### src/rtl/alu_req_arbiter.sv
// Round-robin arbiter sharing one combinational 4-bit ALU among NREQ requesters.
// Defining ALU_ARB_STATS_EN adds the stat_ops completed-response counter port.
module alu_req_arbiter #(
   parameter int NREQ = 4,
   parameter int IDW  = $clog2(NREQ)
) (
   input  logic              clk,
   input  logic              rst_n,
   input  logic [NREQ-1:0]   req_valid,
   output logic [NREQ-1:0]   req_ready,
   input  logic [4*NREQ-1:0] req_a,
   input  logic [4*NREQ-1:0] req_b,
   input  logic [3*NREQ-1:0] req_op,
   output logic [3:0]        alu_a,
   output logic [3:0]        alu_b,
   output logic [2:0]        alu_op,
   input  logic [3:0]        alu_result,
   input  logic              alu_carry,
   input  logic              alu_zero,
   input  logic              alu_negative,
   input  logic              alu_overflow,
   output logic              rsp_valid,
   input  logic              rsp_ready,
   output logic [IDW-1:0]    rsp_id,
   output logic [3:0]        rsp_result,
   output logic [3:0]        rsp_flags
`ifdef ALU_ARB_STATS_EN
   ,
   output logic [15:0]       stat_ops
`endif
);

   typedef enum logic [1:0] {IDLE, EXEC, RESP} state_t;

   state_t         state_reg, state_next;
   logic [IDW-1:0] last_reg;
   logic [IDW-1:0] id_reg;
   logic [3:0]     a_reg, b_reg;
   logic [2:0]     op_reg;
   logic           rsp_valid_reg;
   logic [3:0]     rsp_result_reg, rsp_flags_reg;

   logic [3:0]     a_arr  [NREQ];
   logic [3:0]     b_arr  [NREQ];
   logic [2:0]     op_arr [NREQ];

   logic           grant_any;
   logic [IDW-1:0] grant_idx;
   logic [IDW-1:0] cand;
   logic           accept;
   logic           rsp_fire;

   generate
      for (genvar gi = 0; gi < NREQ; gi++) begin : g_unpack
         assign a_arr[gi]  = req_a[4*gi +: 4];
         assign b_arr[gi]  = req_b[4*gi +: 4];
         assign op_arr[gi] = req_op[3*gi +: 3];
      end
   endgenerate

   // Scan offsets from the farthest down to last+1 so the nearest requester after last wins.
   always_comb begin
      grant_any = 1'b0;
      grant_idx = last_reg;
      cand      = '0;
      for (int k = NREQ; k >= 1; k--) begin
         cand = IDW'((int'(last_reg) + k) % NREQ);
         if (req_valid[cand]) begin
            grant_any = 1'b1;
            grant_idx = cand;
         end
      end
   end

   assign accept   = (state_reg == IDLE) && grant_any;
   assign rsp_fire = rsp_valid_reg && rsp_ready;

   always_ff @(posedge clk or negedge rst_n) begin
      if (!rst_n) state_reg <= IDLE;
      else        state_reg <= state_next;
   end

   always_comb begin
      state_next = state_reg;
      case (state_reg)
         IDLE:    if (grant_any) state_next = EXEC;
         EXEC:    state_next = RESP;
         RESP:    if (rsp_ready) state_next = IDLE;
         default: state_next = IDLE;
      endcase
   end

   // Grant is withheld while reset is asserted so no requester sees a phantom accept.
   always_comb begin
      req_ready = '0;
      if (rst_n && accept) req_ready[grant_idx] = 1'b1;
   end

   always_ff @(posedge clk or negedge rst_n) begin
      if (!rst_n) begin
         last_reg <= IDW'(NREQ - 1);
         id_reg   <= '0;
         a_reg    <= '0;
         b_reg    <= '0;
         op_reg   <= '0;
      end else if (accept) begin
         last_reg <= grant_idx;
         id_reg   <= grant_idx;
         a_reg    <= a_arr[grant_idx];
         b_reg    <= b_arr[grant_idx];
         op_reg   <= op_arr[grant_idx];
      end
   end

   always_ff @(posedge clk or negedge rst_n) begin
      if (!rst_n) begin
         rsp_valid_reg  <= 1'b0;
         rsp_result_reg <= '0;
         rsp_flags_reg  <= '0;
      end else if (state_reg == EXEC) begin
         rsp_valid_reg  <= 1'b1;
         rsp_result_reg <= alu_result;
         rsp_flags_reg  <= {alu_carry, alu_zero, alu_negative, alu_overflow};
      end else if (rsp_fire) begin
         rsp_valid_reg  <= 1'b0;
      end
   end

   assign alu_a      = a_reg;
   assign alu_b      = b_reg;
   assign alu_op     = op_reg;
   assign rsp_valid  = rsp_valid_reg;
   assign rsp_id     = id_reg;
   assign rsp_result = rsp_result_reg;
   assign rsp_flags  = rsp_flags_reg;

`ifdef ALU_ARB_STATS_EN
   logic [15:0] stat_ops_reg;

   always_ff @(posedge clk or negedge rst_n) begin
      if (!rst_n)                                  stat_ops_reg <= '0;
      else if (rsp_fire && stat_ops_reg != 16'hFFFF) stat_ops_reg <= stat_ops_reg + 16'd1;
   end

   assign stat_ops = stat_ops_reg;
`endif

endmodule

### config.mk
export PLATFORM = sky130hd
export DESIGN_NAME = alu_req_arbiter
export DESIGN_NICKNAME = d
export VERILOG_FILES = /design/src/rtl/alu_req_arbiter.sv
export SDC_FILE = /design/constraint.sdc
export NUM_CORES = 1
export LEC_CHECK = 0
export ABC_AREA = 0
export CORE_ASPECT_RATIO = 1.75
export CORE_MARGIN = 4
export CORE_UTILIZATION = 40
export CTS_BUF_LIST = sky130_fd_sc_hd__clkbuf_4
export DETAILED_ROUTE_END_ITERATION = 12
export PLACE_DENSITY_LB_ADDON = 0.15
export SYNTH_ARGS = -nofsm -noshare
export SYNTH_HDL_FRONTEND = slang
export SYNTH_SLANG_ARGS = --single-unit
### constraint.sdc
create_clock -name clk -period 2.39 [get_ports clk]
set_input_delay 0.717 -clock clk [delete_from_list [all_inputs] [get_ports clk]]
set_output_delay 0.717 -clock clk [all_outputs]
set_load 0.02 [all_outputs]
==> metrics.csv <==
stage;metric;value;unit
synth;register area share after synthesis;42.23;%
drt;DRC;0;
floorplan;chip width;55;µm
grt;Total GRT Usage;20.88;%
floorplan;Initial Utilization;42.20;%
worst_setup_path;slowest cell delay on critical path;0.39;ns
layout;post-route cell area;2577;µm²
synth;largest cells by area after synthesis;dfrtp_1 (39%), mux2i_1 (7.1%), a221oi_2 (6.8%), nand2_1 (6.1%), nor2b_1 (6.1%);
floorplan;IO Count;85;
synth;Synth Net Count;216;
worst_setup_path;peak fanout along the critical path;3;
grt;total grt overflow;0;
synth;post-synthesis cell area;1546;µm²
worst_setup_path;Worst Setup End Kind;output pin;
drt;TritonRoute pass-1 iters;4;
worst_setup_path;cells along the critical path;buf_2 > nor2b_4 > or3b_4 > buf_6 > nand4_1 > nor2_1 > buf_4;
cts;CTS tree;done;
drt;Antenna Nets Post-Route;0;
synth;Ys Warns;0;
timing;RSZ-0062 raised after global routing;yes;
drt;post-DR wirelength/cell;16.62;µm
timing;Tightest Pin Transition;0.5307;ns
worst_setup_path;Slowest cell on crit path;or3b_4;
placed_design;port bufs;84;
cts;clk slew on worst S/H paths;0.14;ns
run_status;status;finished, violations left;
cts;Root Driver;clkbuf_4;
worst_setup_path;Crit Reg-Reg Startpoint;last_reg[0];
layout;Layout Nets;316;
power_and_ir_drop;sw frac;43.38;%
synth;syn_area_per_cell;9.850;µm²
timing;Setup WS post-layout;-0.1192;ns
cts;CTS max path bufs;2;
timing;Final Cycle Share;105.0;%
drt;DRT iter0 DRCs;36;
timing;Final Max Slew Viols;0;
power_and_ir_drop;cell internal pwr;1717;µW
power_and_ir_drop;Tot Pwr;3032;µW
drt;Total Wirelength;5019;µm
worst_setup_path;worst path arrival time;1.79;ns
placed_design;HPWL after DPL;3917;µm
worst_setup_path;family with the most delay on the worst path;simple AND/OR/NAND/NOR gates;
power_and_ir_drop;LEAKAGE;0.001114;µW
run_status;failing checks;negative setup slack;
worst_setup_path;worst path bufs/invs;3;
power_and_ir_drop;Max VDD drop;0.8857;mV
worst_setup_path;Critical Path Source;req_valid[3];
drt;via/cell ratio;5.199;
layout;Cell Count, Final, Fillers Out;302;
power_and_ir_drop;Pwr per Cell Area;1176;nW/µm²
power_and_ir_drop;Gate power share;67.0;%
floorplan;die area;4964;µm²
placed_design;placer congestion estimate;0.7543;
cts;Clk Latency, worst-skew pair;0.32;ns
worst_setup_path;R2R Setup Slk;0.46;ns
timing;Final setup viols;4;
layout;area growth from synthesis to layout;66.67;%
cts;clock sink total;26;
worst_setup_path;Worst Setup Path Type;input pin to output pin;
timing;Achievable Freq;0.3985;GHz
synth;area share of the largest cell type after synthesis;38.83;%
grt;antenna violations before repair;0;
worst_setup_path;WP depth;7;
worst_setup_path;Critical R2R Capture;alu_b[0];
worst_setup_path;R2R cell count;7;
job;Max Cap Viol;0;
layout;Antenna diodes;0;
synth;#FFs+latches synth;26;
timing;skew final;0.001453;ns
floorplan;Rows;29;
placed_design;DP Worst Slack;-0.9964;ns
timing;Hold Vio Cnt, Final;0;
power_and_ir_drop;clock power share;6.3;%
worst_setup_path;Setup crit end;req_ready[2];
cts;CTS Buf Count;3;
power_and_ir_drop;switching pwr;1315;µW
timing;Period minus WS final;2.509;ns
grt;first-pass GRT wire length;7797;µm
synth;largest area contributor in the netlist;dfrtp_1;
layout;share of cells above drive strength 1;25.39;%
synth;synth unique cells;33;
worst_setup_path;Worst setup SP type;input pin;
grt;vias in the first global route;1737;
worst_setup_path;CP required;1.67;ns
floorplan;die extent in y;90.26;µm
synth;post-synthesis cell count;157;
floorplan;core footprint;3665;µm²
timing;Max-slew headroom;64.55;%
grt;largest net degree at the start of global routing;27;
drt;Vias;1570;
min_path;Hold Path Class;flip-flop to flip-flop;
placed_design;instance area at placement;2500;µm²
placed_design;placed insts;294;
layout;fin util;70.33;%
power_and_ir_drop;sequential group share of total power;26.7;%
cts;# H-tree levels;1;
==> cells in the final DEF (no fill, tap or decap) <==
cell type        count
a211oi_1             5
a211oi_2             7
a21bo_4              1
a21oi_1              2
a221oi_1             4
a221oi_2             7
and2_1               1
and2_2               1
and3_1               1
and3_4               1
buf_2                4
buf_4               22
buf_6                3
clkbuf_4             3
clkdlybuf4s15_2      1
clkdlybuf4s50_1     76
clkinv_1             1
dfrtp_1             24
dfstp_2              2
inv_1                2
mux2i_1             11
nand2_1             24
nand2_2              1
nand2b_1             2
nand3_1              1
nand3_2              2
nand4_1              1
nor2_1              20
nor2_2               3
nor2b_1             14
nor2b_2              1
nor2b_4              1
nor3b_2              1
o21ai_0              2
o21ai_2              1
o21bai_2             2
or3b_4               1
==> worst min-delay path by stage <==
stage          depth (start not counted)             to           from  slack, ns
3_5_place_dp                           2   rsp_flags[2]   rsp_flags[2]       0.47
6_report                               2  rsp_result[2]  rsp_result[2]       0.50
5_1_grt                                2  rsp_result[2]  rsp_result[2]       0.55
2_1_floorplan                          0       alu_a[0]          rst_n       0.42
3_3_place_gp                           2  rsp_result[3]  rsp_result[3]       0.46
4_1_cts                                2  rsp_result[3]  rsp_result[3]       0.50
==> what timing repair did <==
action / in CTS / in global routing
hold buffers: 0 / 0
pin swaps: 7 / 4
buffers inserted: 3 / 1
gates resized for setup: 44 / 4
endpoints found under the setup margin: 4 / 4
==> power groups by stage <==
stage	clock [µW]	combinational, µW	sequential [µW]
2_1_floorplan	0	955	1030
3_3_place_gp	0	1900	800
3_5_place_dp	0	1960	810
4_1_cts	201	2030	809
5_1_grt	222	2190	839
6_report	190	2030	809
==> logic make-up after synthesis <==
group | Yosys count | share of synthesized area, %
AND/OR/NAND/NOR | 76 | 23.71
AO/OA/AOI/OAI | 31 | 21.28
flip-flops | 26 | 42.23
buffers and inverters | 13 | 5.663
multiplexers | 11 | 7.120
==> layout make-up <==
| class | count | area [µm²] |
|---|---|---|
| well taps | 46 | 57.56 |
| clock buffers | 3 | 22.52 |
| clock inverters | 1 | 3.754 |
| repair buffers | 106 | 991.0 |
| fillers | 278 | 1087 |
| multi-input cells | 118 | 842.1 |
| inverters | 2 | 7.507 |
| flip-flops and latches | 26 | 653.1 |
==> worst min-delay path: stages, from the launching register on <==
cell	delay, ns
dfrtp_1	0.37
nand2_1	0.05
nand2_1	0.06
==> Yosys cell counts, drive strengths merged <==
library cell	instances
o21ai	3
nand4	1
nor2	23
o21bai	2
nor2b	16
inv	2
a21bo	1
buf	7
nand2b	2
and2	2
nand2	25
a21oi	2
nand3	3
a221oi	11
or3b	1
clkbuf	4
dfstp	2
nor3b	1
mux2i	11
a211oi	12
and3	2
dfrtp	24
==> stage by stage <==
| stage | hold WS [ns] | TNS, ns |
|---|---|---|
| 2_1_floorplan | 0.4214 | -0.2390 |
| 3_3_place_gp | 0.4600 | -5.991 |
| 3_5_place_dp | 0.4691 | -7.270 |
| 4_1_cts | 0.5036 | -0.4047 |
| 5_1_grt | 0.5452 | -0.7455 |
| 6_report | 0.5014 | -0.4430 |
==> metal layers <==
| layer | track usage (%) | share of wire (%) |
|---|---|---|
| met5 | 0 | 0 |
| met4 | 6.085 | 1.2 |
| met3 | 3.306 | 7.0 |
| met2 | 38.34 | 54 |
| met1 | 22.90 | 38 |
Power figures use the tool's default switching activity.
